<file path="config.mk">
export PLATFORM = sky130hd
export DESIGN_NAME = audio_i2s_clkgen
export DESIGN_NICKNAME = d
export VERILOG_FILES = /design/src/rtl/audio_i2s_clkgen_pkg.sv /design/src/rtl/audio_bclk_divider.sv /design/src/rtl/audio_i2s_clkgen.sv
export SDC_FILE = /design/constraint.sdc
export NUM_CORES = 1
export LEC_CHECK = 0
export ABC_CLOCK_PERIOD_IN_PS = 2700
export BUFFER_PORTS_ARGS = -buffer_cell sky130_fd_sc_hd__clkbuf_2
export CAP_MARGIN = 25
export CORE_MARGIN = 2
export CORE_UTILIZATION = 40
export CTS_BUF_LIST = sky130_fd_sc_hd__clkbuf_4
export DETAILED_ROUTE_END_ITERATION = 7
export PLACE_DENSITY_LB_ADDON = 0.15
export SYNTH_ARGS = -nofsm -noshare
export SYNTH_HDL_FRONTEND = slang
export SYNTH_SLANG_ARGS = --single-unit
</file>
<file path="constraint.sdc">
create_clock -name iAUD_XCK -period 2.7 [get_ports iAUD_XCK]
set_clock_uncertainty 0.05 [all_clocks]
set_input_delay 0.405 -clock iAUD_XCK [delete_from_list [all_inputs] [get_ports iAUD_XCK]]
set_output_delay 0.405 -clock iAUD_XCK [all_outputs]
set_load 0.02 [all_outputs]
</file>
<file path="src/rtl/audio_i2s_clkgen_pkg.sv">
// audio_i2s_clkgen_pkg: frame geometry and handshake states shared by the I2S clock generator and serializer.
package audio_i2s_clkgen_pkg;
    localparam int BCLK_PER_FRAME = 64;
    localparam int BCLK_PER_CH    = 32;
    localparam int UPDATE_BCLK    = 16;
    localparam int BCLK_CNT_W     = $clog2(BCLK_PER_FRAME);
    typedef enum logic {WAIT_DATA, HAVE_DATA} state_t;
endpackage

</file>
<file path="src/rtl/audio_bclk_divider.sv">
// audio_bclk_divider: divides the master clock into registered BCLK/LRCK and flags the mid-left-half update point.
module audio_bclk_divider
    import audio_i2s_clkgen_pkg::*;
#(
    parameter int MCLK_PER_BCLK = 4
) (
    input  logic iAUD_XCK,
    input  logic reset_reg_N,
    output logic oAUD_BCLK,
    output logic oAUD_DACLRCK,
    output logic o_update
);
    localparam int DW = $clog2(MCLK_PER_BCLK);
    localparam logic [DW-1:0] DIV_MAX  = DW'(MCLK_PER_BCLK - 1);
    localparam logic [DW-1:0] DIV_HALF = DW'(MCLK_PER_BCLK / 2 - 1);

    logic [DW-1:0]         r_div_cnt;
    logic [BCLK_CNT_W-1:0] r_bclk_cnt;
    logic [BCLK_CNT_W-1:0] w_bclk_next;
    logic                  w_tick;

    assign w_tick      = r_div_cnt == DIV_MAX;
    assign w_bclk_next = r_bclk_cnt + 1'b1;
    assign o_update    = w_tick && r_bclk_cnt == BCLK_CNT_W'(UPDATE_BCLK - 1);

    always_ff @(posedge iAUD_XCK or negedge reset_reg_N) begin
        if (!reset_reg_N) begin
            r_div_cnt    <= '0;
            r_bclk_cnt   <= '0;
            oAUD_BCLK    <= 1'b0;
            oAUD_DACLRCK <= 1'b0;
        end else begin
            r_div_cnt <= w_tick ? '0 : r_div_cnt + 1'b1;
            if (w_tick) begin
                r_bclk_cnt   <= w_bclk_next;
                oAUD_BCLK    <= 1'b0;
                // LRCK moves with the BCLK falling edge; the MSB selects the channel half
                oAUD_DACLRCK <= w_bclk_next[BCLK_CNT_W-1];
            end else if (r_div_cnt == DIV_HALF) begin
                oAUD_BCLK <= 1'b1;
            end
        end
    end
endmodule

</file>
<file path="src/rtl/audio_i2s_clkgen.sv">
// audio_i2s_clkgen: I2S timing master; requests one stereo sample per frame and presents frame-stable words.
module audio_i2s_clkgen
    import audio_i2s_clkgen_pkg::*;
#(
    parameter int AUD_BIT_DEPTH = 24,
    parameter int MCLK_PER_BCLK = 4
) (
    input  logic                     iAUD_XCK,
    input  logic                     reset_reg_N,
    input  logic [AUD_BIT_DEPTH-1:0] i_lsound,
    input  logic [AUD_BIT_DEPTH-1:0] i_rsound,
    input  logic                     i_sample_valid,
    output logic                     oAUD_BCLK,
    output logic                     oAUD_DACLRCK,
    output logic [AUD_BIT_DEPTH-1:0] o_lsound_out,
    output logic [AUD_BIT_DEPTH-1:0] o_rsound_out,
    output logic                     o_sample_req,
    output logic                     o_underrun,
    output logic                     o_underrun_sticky
);
    if (MCLK_PER_BCLK < 2 || MCLK_PER_BCLK % 2 != 0) begin : g_bad_div
        $error("MCLK_PER_BCLK must be even and at least 2");
    end

    logic                     w_update;
    state_t                   r_state;
    logic [AUD_BIT_DEPTH-1:0] r_lstage;
    logic [AUD_BIT_DEPTH-1:0] r_rstage;

    audio_bclk_divider #(.MCLK_PER_BCLK(MCLK_PER_BCLK)) u_div (
        .iAUD_XCK    (iAUD_XCK),
        .reset_reg_N (reset_reg_N),
        .oAUD_BCLK   (oAUD_BCLK),
        .oAUD_DACLRCK(oAUD_DACLRCK),
        .o_update    (w_update)
    );

    // Reset into HAVE_DATA so the first update presents the zeroed staging without an underrun
    always_ff @(posedge iAUD_XCK or negedge reset_reg_N) begin
        if (!reset_reg_N) begin
            r_state           <= HAVE_DATA;
            r_lstage          <= '0;
            r_rstage          <= '0;
            o_lsound_out      <= '0;
            o_rsound_out      <= '0;
            o_sample_req      <= 1'b0;
            o_underrun        <= 1'b0;
            o_underrun_sticky <= 1'b0;
        end else begin
            o_sample_req <= w_update;
            o_underrun   <= 1'b0;
            case (r_state)
                WAIT_DATA: begin
                    if (w_update && i_sample_valid) begin
                        o_lsound_out <= i_lsound;
                        o_rsound_out <= i_rsound;
                    end else if (w_update) begin
                        o_underrun        <= 1'b1;
                        o_underrun_sticky <= 1'b1;
                    end else if (i_sample_valid) begin
                        r_lstage <= i_lsound;
                        r_rstage <= i_rsound;
                        r_state  <= HAVE_DATA;
                    end
                end
                HAVE_DATA: begin
                    if (w_update) begin
                        o_lsound_out <= r_lstage;
                        o_rsound_out <= r_rstage;
                        r_state      <= WAIT_DATA;
                    end
                end
            endcase
        end
    end
endmodule

</file>
Yosys cells after proc, flatten, opt, wreduce, memory -nomap -nowiden
Index checks and enable logic that the tools add are counted.
{"block": "word_totals", "n_memories": 0, "elab_cells": 45, "mem_bits_ro": 0, "latchBits": 0, "out_inout_bits": 53, "register_bits": 110, "ramBits": 0}
{"block": "op_classes", "n_eq_ne": 5, "multipliers": 0, "n_addsub": 2, "shift": 0, "reduce_logical": 6, "bitwise": 3, "n_lt_le_gt_ge": 0, "n_mux": 17, "div": 0}
{"operator": "2-to-1 mux 24 bit", "count": 4}
{"operator": "one-hot mux 24 bit (2 select lines)", "count": 2}
{"operator": "2-to-1 mux 1 bit", "count": 9}
{"operator": "adder 6 x 1 -> 6 bit (second input constant)", "count": 1}
{"operator": "equality test 6 x 4 -> 1 bit (second input constant)", "count": 1}
{"operator": "inequality test 2 bit (second input constant)", "count": 2}
{"operator": "AND reduction 4 bit", "count": 1}
{"operator": "NOT 1 bit", "count": 3}
{"operator": "AND reduction 3 bit", "count": 1}
{"operator": "adder 2 x 1 -> 2 bit (second input constant)", "count": 1}
{"operator": "equality test 2 x 1 -> 1 bit (second input constant)", "count": 1}
{"operator": "equality test 2 bit (second input constant)", "count": 1}
{"operator": "logical AND 1 bit", "count": 2}
{"operator": "2-to-1 mux 2 bit", "count": 1}
{"operator": "one-hot mux 1 bit (2 select lines)", "count": 1}
{"operator": "AND reduction 2 bit", "count": 1}
{"operator": "nonzero test 2 bit", "count": 1}

Logic depth before layout (Yosys ltp)
Gate-level depths: netlist of run 1.
{"block": "logic_depth", "word_depth": 5, "ltp_mapped": 8, "depth_no_buf": 4}

Modules after synthesis
From an unflattened synthesis of run 1, not the netlist that was laid out.
{"block": "unflattened", "cells_unflattened": 362, "hier_area_um2": 4576.9}
{"mod": "audio_i2s_clkgen", "seq_area_each_um2": 2503.7, "instances": 1, "area_per_inst_um2": 4182.8, "cells_per_inst": 332}
{"mod": "audio_bclk_divider", "seq_area_each_um2": 225.2, "instances": 1, "area_per_inst_um2": 394.1, "cells_per_inst": 30}

Least setup slack after synthesis of run 1
No wires, ideal clock.
{"block": "synth_timing", "kind": "flip-flop to flip-flop", "start": "register u_div.r_div_cnt[0]", "end": "register r_lstage[10]", "synth_period_minus_slack_ns": 2.013, "slack_ns": 0.687, "path_buffers": 4, "arrival_ns": 1.838, "path_stages_with_launch": 9, "setup_ns": 0.125, "path_cell_list": "dfrtp_1 > ha_1 > buf_2 > and4_1 > buf_2 > a211o_1 > buf_6 > buf_6 > mux2_4"}
{"block": "synth_between", "elab_chain_len": 5, "word_cells_on_any_way": 6}
{"element": "start: declaration", "line_no": "audio_bclk_divider.sv:17", "rtl": "logic [DW-1:0] r_div_cnt;"}
{"element": "start signal: assignment", "line_no": "audio_bclk_divider.sv:33", "rtl": "r_div_cnt <= w_tick ? '0 : r_div_cnt + 1'b1;"}
{"element": "equality test 2 bit (*)", "line_no": "audio_bclk_divider.sv:22", "rtl": "assign w_tick = r_div_cnt == DIV_MAX;"}
{"element": "logical AND 1 bit (*)", "line_no": "audio_bclk_divider.sv:24", "rtl": "assign o_update = w_tick && r_bclk_cnt == BCLK_CNT_W'(UPDATE_BCLK - 1);"}
{"element": "logical AND 1 bit", "line_no": "audio_i2s_clkgen.sv:54", "rtl": "if (w_update && i_sample_valid) begin"}
{"element": "NOT 1 bit (no line)"}
{"element": "AND reduction 4 bit (no line) (*)"}
{"element": "end signal: assignment", "line_no": "audio_i2s_clkgen.sv:61", "rtl": "r_lstage <= i_lsound;"}
{"element": "end: declaration", "line_no": "audio_i2s_clkgen.sv:27", "rtl": "logic [AUD_BIT_DEPTH-1:0] r_lstage;"}
Mark *: on every way between the ends. The rest lies on a longest branch, timed or not.
A chain may end at the register's enable or synchronous reset.

Worst setup path after layout of run 1
{"block": "layout_timing", "start": "register u_div.r_div_cnt[0]", "end": "register o_rsound_out[7]"}
{"block": "layout_between", "elab_chain_len": 5, "word_cells_on_any_way": 6}
{"element": "equality test 2 bit (*)", "line_no": "audio_bclk_divider.sv:22"}
{"element": "logical AND 1 bit (*)", "line_no": "audio_bclk_divider.sv:24"}
{"element": "logical AND 1 bit", "line_no": "audio_i2s_clkgen.sv:54"}
{"element": "inequality test 2 bit (no line)"}
{"element": "AND reduction 2 bit (no line) (*)"}
{"element": "end signal: assignment", "line_no": "audio_i2s_clkgen.sv:56", "rtl": "o_rsound_out <= i_rsound;"}
{"element": "end signal: assignment", "line_no": "audio_i2s_clkgen.sv:69", "rtl": "o_rsound_out <= r_rstage;"}
{"element": "end: declaration", "line_no": "audio_i2s_clkgen.sv:16", "rtl": "output logic [AUD_BIT_DEPTH-1:0] o_rsound_out,"}
Marks and branches as above.

==> run metrics, run 1 <==
number of remaining DRC errors=0; layout cells sized above 1=42.1%; CTS resizes=0; setup TNS=0 ns; Routed Antenna Nets=0; Synth warnings=0; Skew-Pair Late Insertion Delay=0.46 ns; Leak Pwr=3.09 nW; NumNets Final=610; CP required=3.00 ns; Pwr per Cell Area=472 nW/um2; Yosys top cell area share=50.2%; largest net degree at the start of global routing=56; Final Cycle Share=82.2%; port bufs=103; crit path cell chain=ha_1 -> nand4_1 -> buf_4 -> or3_1 -> o221a_2; worst stage delay on the critical path=0.46 ns; RSZ-0062 raised after global routing=no; CTS Root Cell=clkbuf_4; slew at the pin closest to its max-slew limit=0.644 ns; clock transition at the registers of the reported paths=0.16 ns; Routed WL=13700 um; status=complete, no violations; Initial Util=40.8%; Starting DRT DRC Count=278; Final Hold Fails=0; syn_nets=529; Fillers=1235; Vert. Die Dim=120 um; placed cell area=6050 um2; num rows=42; core area=13200 um2; Syn Std Cell Area=5380 um2; Hold/Removal Path Class=input pin to flip-flop; Crit-path slowest cell=nand4_1; vias in the first global route=4350; DPL Wire Length=8330 um; Synth area leaders=dfrtp_1 (50%), o221a_2 (10%), a41oi_1 (7.8%); synth unique cells=23; final setup vio count=0; Max Cap Viol=0; die extent in x=120 um; CP max FO=15; Vias/cell=5.61; clock buffer depth=2; fin area=6220 um2; via count=4138; die area=14400 um2; post-synth top area cell=dfrtp_1; routability cong.=0.748; Overflow after GRT=0; area grow syn2layout=15.6%; Critical Path AT=2.52 ns; mean routed wirelength per cell=18.6 um; H-tree levels=3; DRT Pass-1 Iters=4; Yosys reg bits=109; CP endpoint kind=flip-flop; relative slew slack=57.0%; crit path kind=flip-flop to flip-flop; fin. max-slew vios=0; initial antenna violation count=1; I/O pin cnt=104; Tmin final=2.22 ns; global-route wire length before repair=23000 um; Gate Count Post-Synth=475; CTS tree=yes; critical path launch point type=flip-flop; global-route usage over all layers=20.2%; Syn Area/Cell=11.3 um2; register area share after synthesis=50.7%; Fmax=450 MHz; CTS Sinks=109; CTS Buf Count=9; IR drop worst, VDD=0.323 mV
synth_stat cells, drive strengths merged:
| master | instances |
|---|---|
| a211o | 1 |
| a41oi | 48 |
| and3 | 1 |
| and4 | 1 |
| buf | 15 |
| clkbuf | 34 |
| dfrtp | 108 |
| dfstp | 1 |
| ha | 3 |
| inv | 51 |
| mux2 | 49 |
| nand2 | 2 |
| nand4 | 2 |
| nor2 | 55 |
| nor3 | 1 |
| o221a | 48 |
| or2 | 1 |
| or3 | 48 |
| or3b | 1 |
| xnor2 | 3 |
| xor2 | 2 |
registers in the layout (all words and copies together), names as in the netlist:
name and cells:
u_div.r_bclk_cnt 5, o_underrun_sticky 1, u_div.oAUD_DACLRCK 1, r_state 1, o_lsound_out 24, o_sample_req 1, o_rsound_out 24, u_div.r_div_cnt 2
o_underrun 1, r_lstage 24, r_rstage 24, u_div.oAUD_BCLK 1
worst paths after layout:
check	start	endpoint	slack (ns)	cells after the start
min in group asynchronous	reset_reg_N	o_lsound_out[13]	0.40	2
max in group asynchronous	reset_reg_N	u_div.r_div_cnt[1]	1.50	3
worst min-delay path	i_lsound[23]	r_lstage[23]	0.13	2
worst max register to register	u_div.r_div_cnt[0]	o_rsound_out[7]	0.48	5
worst min register to register	u_div.r_div_cnt[0]	u_div.r_div_cnt[0]	0.43	1
worst max-delay path	u_div.r_div_cnt[0]	o_rsound_out[7]	0.48	5
cell families (layout without fill, tap and decap cells):
kind of cell,after synthesis,after routing,share of synthesized area [%]
AND/OR/NAND/NOR,112,112,10.4
flip-flops,109,109,50.7
buffers and inverters,100,186,7.67
AO/OA/AOI/OAI,97,97,18.0
multiplexers,49,49,11.6
XOR/XNOR,5,5,0.814
adder cells (fa/ha/maj),3,3,0.698
other,0,1,0
where the power goes:
group          switching, W  internal (W)  total (W)
sequential        0.0000377       0.00172    0.00175
clock              0.000540      0.000372   0.000912
combinational      0.000129      0.000143   0.000271
total              0.000706       0.00223    0.00294
metal layers:
metal / track usage, % / part of all wire, %
met1: 27.0 / 46
met4: 5.44 / 0.41
met2: 32.6 / 49
met5: 0 / 0
met3: 5.23 / 4.3
metrics by stage:
stage                     worst slack (ns)  total power (W)  cells  util (%)  hold slack [ns]
after floorplan                      0.687          0.00193    475         -           0.0594
after global placement               0.547          0.00204    720      45.9            0.387
after detailed placement             0.463          0.00206    720      45.9            0.385
after CTS                            0.465          0.00299    737      47.1           0.0839
after global routing                 0.309          0.00308    738      47.2           0.0777
final                                0.480          0.00294    738      47.2            0.131
worst max-delay path: cells and delay by family (launching register included):
kind,cells,cell delay (ns)
AO/OA/AOI/OAI,1,0.13
adder cells (fa/ha/maj),1,0.32
buffers and inverters,1,0.37
flip-flops,1,0.41
AND/OR/NAND/NOR,2,0.83
layout by cell type, fill, tap and decap left out, types with 3 or more instances in the layout:
cell type    n
a41oi_1     48
buf_4       15
inv_1       51
or3_1       48
clkbuf_2   101
mux2_4      20
nor2_1      54
xnor2_1      3
ha_1         3
clkbuf_4     9
clkinv_2     3
dfrtp_1    108
mux2_2      29
o221a_2     48
timing repair:
action / in CTS / in global routing
setup buffers: 0 / 0
hold endpoints to repair: 39 / 0
hold buffers: 1 / 0
final cells by class:
class                   instances  area, um2  share of cell area [%]
flip-flops and latches        109       2730                    43.9
inverters                      51        191                    3.08
clock buffers                   9       67.6                    1.09
clock inverters                 7       87.6                    1.41
multi-input cells             266       2250                    36.2
diodes                          1       2.50                  0.0402
repair buffers                119        668                    10.7
well taps                     176        220                    3.54
No activity file was read; power rests on OpenSTA's default activity.
==> run 2: changes to the inputs <==
- ABC_CLOCK_PERIOD_IN_PS: 2700 -> 2100
- clock period: 2.7 -> 2.1 ns (I/O delays scaled with it)
==> run 2 against run 1 <==
Net effect:
- sequential share of layout area is 2.1 points lower
- final cell count rose by 4.6%
- power is 22% higher
- combinational power is 45% higher
- count of clock-buffer cells in the layout increased by 2
- global-route usage is 0.34 points lower
- die area stayed put
- critical endpoint is now r_lstage[5]
- flip-flop and latch count is the same
==> run metrics, run 2 (synthesis gave the netlist of run 1 again) <==
fin area=6540 um2; global-route wire length before repair=22400 um; Starting DRT DRC Count=271; worst stage delay on the critical path=0.43 ns; H-tree levels=3; Crit-path slowest cell=dfrtp_1; FF-to-FF Start=u_div.r_bclk_cnt[0]; R2R cell count=5; setup ws final=0.133 ns; routability cong.=0.738; final setup vio count=0; IR drop worst, VDD=0.335 mV; setup TNS=0 ns; critical path launch point type=flip-flop; RSZ-0062 raised after global routing=no; via count=4231; num rows=42; mean routed wirelength per cell=17.8 um; slew at the pin closest to its max-slew limit=0.498 ns; worst r2r dst=r_lstage[5]; cell family with most CP delay=flip-flops; # hold bufs at CTS=24; most frequent cells in the layout=dfrtp_1 (108), clkbuf_2 (101), nor2_1 (54); CP endpoint kind=flip-flop; initial antenna violation count=1; Hold Path Sink=r_rstage[13]; Vias/cell=5.48; global-route usage over all layers=19.9%; clock buffer depth=2; area grow syn2layout=21.5%; CTS Root Cell=clkbuf_4; fin. max-slew vios=0; NumNets Final=644; die area=14400 um2; hold path cells=2; Leak Pwr=3.23 nW; Hold Startpoint=i_rsound[13]; met2 wire len=6620 um; CP required=2.42 ns; Hold/Removal Path Class=input pin to flip-flop; I/O pin cnt=104; total power=0.00360 W; layout cells sized above 1=40.8%; DPL Wire Length=8340 um; reg2reg setup slack=0.13 ns; port bufs=103; Vert. Die Dim=120 um; Highest Signal Layer=met4; Overflow after GRT=0; Routed Antenna Nets=0; Post-CTS Setup Bufs=0; Place WS=0.163 ns; DRT Pass-1 Iters=4; crit path cell chain=ha_1 -> and4_2 -> a211o_2 -> buf_4 -> mux2_4; core area=13200 um2; Fmax=508 MHz; CTS resizes=0; Routed WL=13800 um; die extent in x=120 um; Bufs and invs on worst path=1; CTS tree=yes; clock transition at the registers of the reported paths=0.16 ns; CP max FO=19; Pwr per Cell Area=550 nW/um2; status=complete, no violations; CTS Buf Count=9; critical path depth in cells=5; number of remaining DRC errors=0; vias in the first global route=4206; WL met3=637 um; Critical Path AT=2.29 ns; relative slew slack=66.8%; Metal-1 WL=6320 um; placed cell area=6140 um2; Tmin final=1.97 ns; Final Cycle Share=93.7%; Initial Util=40.8%; most common cell after layout, fill and taps aside=dfrtp_1; largest net degree at the start of global routing=52; Skew-Pair Late Insertion Delay=0.47 ns; crit path kind=flip-flop to flip-flop; CTS Sinks=109; Final Hold Fails=0; Max Cap Viol=0
-- run 2: cell types whose count changed in the layout (fill, tap and decap cells not counted), sizes merged --
| cell | before | now |
|---|---|---|
| dlygate4sd3 | 1 | 29 |
| buf | 17 | 23 |
| inv | 52 | 51 |
| bufinv | 2 | 0 |
| clkinvlp | 0 | 1 |
| clkbuf | 110 | 112 |
-- run 2: per-stage QoR --
step                hold slack (ns)  util, %  std cells
floorplan                   -0.0306        -        475
global placement              0.258     46.5        726
detailed placement            0.260     46.5        726
CTS                        0.000412     49.2        766
global route                0.00275     49.6        772
finish                       0.0452     49.6        772
-- run 2: metal layers --
metal,vias to the layer above,GRT usage (%)
li1,1979,-
met1,2129,28.0
met2,110,30.9
met3,13,4.42
met4,0,5.66
met5,-,0
-- run 2: layout make-up --
type                       instances  area, um2
sequential                       109       2730
inverter                          51        191
multi-input combinational        266       2250
tap                              176        220
timing repair buffer             153       1030
clock inverter                     5       27.5
fill                            1224       6650
antenna                            1       2.50
clock buffer                      11       82.6
-- run 2: how the worst max path moves through the flow --
| stage | from | end | slack [ns] |
|---|---|---|---|
| final | u_div.r_bclk_cnt[0] | r_lstage[5] | 0.13 |
| after global routing | u_div.r_bclk_cnt[0] | r_rstage[11] | 0.06 |
| after CTS | u_div.r_bclk_cnt[0] | r_lstage[22] | 0.13 |
| after global placement | u_div.r_bclk_cnt[0] | r_lstage[22] | 0.19 |
| after floorplan | u_div.r_div_cnt[0] | r_lstage[10] | 0.09 |
| after detailed placement | u_div.r_bclk_cnt[0] | r_lstage[5] | 0.16 |
-- run 2: power breakdown --
group	switching [W]	internal [W]	leakage [nW]
Combinational	0.000172	0.000221	1.73
Sequential	0.0000494	0.00221	1.43
Clock	0.000684	0.000264	0.0664
